### src/rtl/ram_arbiter.sv
// Two-port round-robin arbiter in front of a single-port RAM.
// Each accepted command takes three cycles: IDLE (arbitrate), ACCESS (drive RAM), RESP (done).

module ram_arbiter_port #(
   parameter int DATA_W = 8
) (
   input  logic              clk,
   input  logic              rst,
   input  logic              set_gnt,
   input  logic              set_done,
   input  logic              load,
   input  logic [DATA_W-1:0] din,
   output logic              gnt,
   output logic              done,
   output logic [DATA_W-1:0] rdata
);

   always_ff @(posedge clk) begin
      if (rst) begin
         gnt   <= 1'b0;
         done  <= 1'b0;
         rdata <= '0;
      end else begin
         gnt  <= set_gnt;
         done <= set_done;
         if (load) rdata <= din;
      end
   end

endmodule

module ram_arbiter #(
   parameter int ADDR_W = 8,
   parameter int DATA_W = 8
) (
   input  logic              clk,
   input  logic              rst,
   input  logic              req0,
   input  logic              we0,
   input  logic [ADDR_W-1:0] addr0,
   input  logic [DATA_W-1:0] wdata0,
   output logic              gnt0,
   output logic              done0,
   output logic [DATA_W-1:0] rdata0,
   input  logic              req1,
   input  logic              we1,
   input  logic [ADDR_W-1:0] addr1,
   input  logic [DATA_W-1:0] wdata1,
   output logic              gnt1,
   output logic              done1,
   output logic [DATA_W-1:0] rdata1,
   output logic [ADDR_W-1:0] mem_address,
   output logic [DATA_W-1:0] mem_data_in,
   output logic              mem_rd,
   output logic              mem_wr,
   input  logic [DATA_W-1:0] mem_data_out,
   output logic              busy
);

   typedef enum logic [1:0] {IDLE, ACCESS, RESP} state_t;

   typedef struct packed {
      logic              port;
      logic              we;
      logic [ADDR_W-1:0] addr;
      logic [DATA_W-1:0] wdata;
   } cmd_t;

   state_t      state, state_nx;
   cmd_t        cmd;
   logic        last;
   logic        any_req;
   logic        pick;
   logic        accept;
   logic [1:0]  gnt_v, done_v;
   logic [1:0][DATA_W-1:0] rdata_v;

   // On a tie the port that did not win last time goes first.
   always_comb begin
      any_req = req0 | req1;
      pick    = (req0 && req1) ? ~last : req1;
      accept  = (state == IDLE) && any_req;
   end

   always_comb begin
      state_nx = state;
      case (state)
         IDLE:    if (any_req) state_nx = ACCESS;
         ACCESS:  state_nx = RESP;
         RESP:    state_nx = IDLE;
         default: state_nx = IDLE;
      endcase
   end

   always_ff @(posedge clk) begin
      if (rst) begin
         state <= IDLE;
         cmd   <= '0;
         last  <= 1'b1;
      end else begin
         state <= state_nx;
         if (accept) begin
            cmd.port  <= pick;
            cmd.we    <= pick ? we1    : we0;
            cmd.addr  <= pick ? addr1  : addr0;
            cmd.wdata <= pick ? wdata1 : wdata0;
            last      <= pick;
         end
      end
   end

   // Address/data are the latched command itself, so they hold outside ACCESS.
   assign mem_address = cmd.addr;
   assign mem_data_in = cmd.wdata;
   assign mem_wr      = (state == ACCESS) &&  cmd.we;
   assign mem_rd      = (state == ACCESS) && !cmd.we;
   assign busy        = (state != IDLE);

   for (genvar p = 0; p < 2; p++) begin : g_port
      localparam logic ID = 1'(p);
      ram_arbiter_port #(.DATA_W(DATA_W)) u_port (
         .clk      (clk),
         .rst      (rst),
         .set_gnt  (accept && (pick == ID)),
         .set_done ((state == ACCESS) && (cmd.port == ID)),
         .load     ((state == ACCESS) && (cmd.port == ID) && !cmd.we),
         .din      (mem_data_out),
         .gnt      (gnt_v[p]),
         .done     (done_v[p]),
         .rdata    (rdata_v[p])
      );
   end

   assign gnt0   = gnt_v[0];
   assign gnt1   = gnt_v[1];
   assign done0  = done_v[0];
   assign done1  = done_v[1];
   assign rdata0 = rdata_v[0];
   assign rdata1 = rdata_v[1];

endmodule

### config.mk
export PLATFORM = sky130hd
export DESIGN_NAME = ram_arbiter
export DESIGN_NICKNAME = d
export VERILOG_FILES = /design/src/rtl/ram_arbiter.sv
export SDC_FILE = /design/constraint.sdc
export NUM_CORES = 1
export LEC_CHECK = 0
export CAP_MARGIN = 25
export CORE_MARGIN = 4
export CORE_UTILIZATION = 44
export DETAILED_ROUTE_END_ITERATION = 7
export GPL_TIMING_DRIVEN = 0
export PLACE_DENSITY = 0.85
export SLEW_MARGIN = 40
export SYNTH_ARGS = -nofsm -noshare
export SYNTH_HDL_FRONTEND = slang
export SYNTH_HIERARCHICAL = 1
export SYNTH_SLANG_ARGS = --single-unit
### constraint.sdc
create_clock -name clk -period 3.25 [get_ports clk]
set_clock_uncertainty 0.1 [all_clocks]
set_input_delay 0.4875 -clock clk [delete_from_list [all_inputs] [get_ports clk]]
set_output_delay 0.4875 -clock clk [all_outputs]
set_load 0.02 [all_outputs]
==> results.txt <==
The worst hold slack is between 0.3 and 0.4 ns. Entering global routing, the biggest net connects 15 pins. The detailed-placement wirelength estimate is around 3.5 mm. The synthesized area is around 1800 sq um.

The overall power consumption came out at 1.34 mW. The worst register-to-register path ends at mem_data_in[4]$_SDFFE_PP0P_. The peak supply drop is between 0.0002 and 0.0003 V.

The finished layout holds around 340 standard cells, fillers aside. The final RePlAce weighted congestion came out at roughly 0.76. Leaving out fill and tap cells, the most frequent cell in the layout is clkdlybuf4s50_1. The maximum fanout encountered on the critical timing path is 4. The total buffers and inverters traversed by the critical path is 2. In this run the power density over the cells is approximately 470 nW/um^2. The maximum clock frequency came out at 459 MHz. The path class of the tightest hold or removal check is reg2reg. In the final layout, the share of cells above drive strength 1 is ~14%.

The clock buffer count from CTS is 5. Across all register-to-register paths, the minimum setup slack is between 1.5 and 2 ns. Setup repair after global routing left no endpoint under its margin.

Hold repair after CTS inserted 0 buffers. Grouping stages by cell kind, the critical path spends the most delay in buffers and inverters. The worst hold path terminates at g_port[0].u_port/rdata[7]$_SDFFE_PP0P_. The category of the most critical setup path is reg2out. The total number of yosys warnings is 6. The critical path goes through nor2_1 -> inv_1 -> clkdlybuf4s50_1.

The global-route met3 utilization came out at about 6.4%. For this configuration, the core starts out at a cell density of 45.5%. The count of input and output buffers is 84. After filler insertion, the fill cell instance count of the layout stands at roughly 320. The library cell used as clock root buffer is clkbuf_8. The share of the core filled with cells is roughly 71%. From bottom edge to top edge, the die measures about 72 um. The H-tree was split into 2 levels. Summing all placed instances gives a cell area of 2720 sq um. The part of the cycle the worst path needs is 67.0%. The arrival time of the worst setup path came out at between 1.5 and 2 ns. Synthesis produced a netlist with a net count of around 250. The cell depth of the worst min-delay path is 2. The placed instance count came out at between 300 and 400. The CTS clock-pin slew for the worst setup and hold paths came out at around 0.080 ns.

The startpoint identified for the worst register-to-register timing path is state[1]$_SDFFE_PP0P_. The number of cells on the worst reg-to-reg path came out at 5. The total I/O pin count came out at 85. The final max-slew violation count is 0.

The post-detailed-route wirelength per cell came out at 13.8 um. The post-synthesis area per instance came out at around 9 sq um. Adding up every negative setup slack in the final design gives 0 ns. The diode insertion count for antenna repair is 0. The fraction of met1 tracks used by global routing is between 20% and 30%.

The cell area after layout came out at 2840 sq um. For this block, the routed nets add up to approximately 4.7 mm of wire. The row count is 23.

The layout-stage area growth over the synthesis result came out at 55.9%. The register bit count reported by yosys is 41. The remaining antenna violation count came out at 0.

The net count of the finished layout is approximately 340. The relative slew slack came out at 63.5%. The critical path starts at state[1]$_SDFFE_PP0P_. The run finished with clean final reports. The buffer count from post-CTS setup fixing is 0.

The share of synthesized area occupied by flip-flops and latches is a little under half. The shortest period the worst path allows came out at ~2.2 ns. STA classifies the critical path startpoint as a flop. The startpoint identified for the worst hold timing path is g_port[0].u_port/rdata[7]$_SDFFE_PP0P_. In the layout the commonest cells are 84 x clkdlybuf4s50_1, 41 x dfxtp_1, 37 x nand2_1. The quantity of gates resized following cts came out at 0. The number of unique standard cell types used by synthesis came out at 21.

In this run the most used layer during global routing was met2. The via count of the routed design is 1,696. The count of max-cap constraint violations came out at 0. The number of vias per cell came out at about 4.9. The worst-margin pin slew is approximately 0.55 ns. The hold violation count in the final report was 0. The final-report setup violation count is 0. The floorplan die area came out at roughly 5200 sq um.

The number of global-route vias before repair is between 1,500 and 2,000. In the routed design, unresolved DRC markers number 0. For this run, global-route usage on met2 was measured as between 20% and 30%.

The core region area is about 4000 sq um. The number of sinks handled by clock tree synthesis came out at 41. The clock tree from TritonCTS is done. The global-route wire length before repair is 7.47 mm. Data on the critical path is required at its endpoint by 2.66 ns.

The cell type of the slowest stage on the worst timing path is clkdlybuf4s50_1. The die outline width is around 72 um. The peak per-stage delay on the critical path came out at between 0.5 and 0.6 ns. The largest buffer count on any clock path is 2.

The total routing usage reported by global routing is between 10% and 20%. The worst setup path is captured at an output port. The final worst-path setup slack came out at 1.07 ns. The total grt overflow is 0.

The number of antenna violations at the first check in global routing is 0. The detailed router's first-iteration violation count came out at 91. At the later pin of the worst-skew pair, clock insertion delay measures between 0.2 and 0.3 ns. Prior to clock tree synthesis, the placed netlist has a worst setup slack of around 1.1 ns. The cell leakage power came out at around 1.1 nW. The number of iterations in the first detailed-routing pass is 4. After technology mapping, the gate count stands at just over 200.
==> sequential cells by signal, summed over array words and instances, names as in the netlist <==
name and flops:
g_port.u_port/gnt 2, mem_data_in 8, state 2, mem_address 8, last 1, g_port.u_port/rdata 16
cmd 2, g_port.u_port/done 2
==> logic make-up (layout without fill, tap and decap cells) <==
| logic type | Yosys count | after routing | synth area share [%] |
|---|---|---|---|
| simple gates | 72 | 72 | 16.4 |
| flops | 41 | 41 | 45.1 |
| mux | 16 | 16 | 8.80 |
| compound gates | 39 | 39 | 16.2 |
| buf+inv | 34 | 126 | 13.5 |
==> where the power goes <==
part / switching (mW) / internal (mW) / leakage, nW / total [mW]
clock: 0.181 / 0.230 / 0.0543 / 0.411
combinational: 0.165 / 0.195 / 0.725 / 0.360
sequential: 0.0223 / 0.542 / 0.337 / 0.564
==> worst min-delay path, stage by stage, from the launching register on <==
cell and delay [ns]:
dfxtp_1 0.33, mux2i_1 0.06, nor2_1 0.07
==> cell type report <==
class	instances	area, sq um	share of cell area, %
timing repair buffer	84	841	29.6
clock buffer	5	68.8	2.42
clock inverter	3	46.3	1.63
sequential	41	821	28.9
inverter	4	15.0	0.529
multi-input combinational	127	753	26.5
tap	50	62.6	2.20
buffer	30	231	8.15
==> cells in the mapped netlist (all sizes together) <==
cell type / number / share of area [%]
a21boi: 1 / 1.0
o21ai: 1 / 0.27
buf: 28 / 12
nor2: 26 / 5.8
nor2b: 5 / 1.7
a21bo: 1 / 0.55
mux2i: 16 / 8.8
clkbuf: 2 / 0.41
a311oi: 17 / 8.9
nor3: 2 / 0.55
inv: 4 / 0.82
a221o: 1 / 0.55
dfxtp: 41 / 45
nand2b: 1 / 0.34
or2: 1 / 0.34
a21oi: 18 / 4.9
nand2: 37 / 7.6
==> per-layer routing <==
| layer | share of wire [%] | vias up | wire length (um) |
|---|---|---|---|
| li1 | - | 853 | - |
| met1 | 41 | 768 | 1970 |
| met2 | 48 | 66 | 2280 |
| met3 | 8.2 | 9 | 388 |
| met4 | 2.3 | 0 | 107 |
| met5 | 0 | - | 0 |
==> how the worst max path moves through the flow <==
stage | cells after the start | endpoint | slack, ns
floorplan | 5 | mem_address[4]$_SDFFE_PP0P_ | 1.84
global placement | 5 | mem_data_in[3]$_SDFFE_PP0P_ | 1.19
detailed placement | 5 | mem_data_in[4]$_SDFFE_PP0P_ | 1.12
CTS | 3 | busy | 1.05
global route | 3 | mem_rd | 0.98
finish | 3 | busy | 1.07
(Power assumes the default switching activity.)
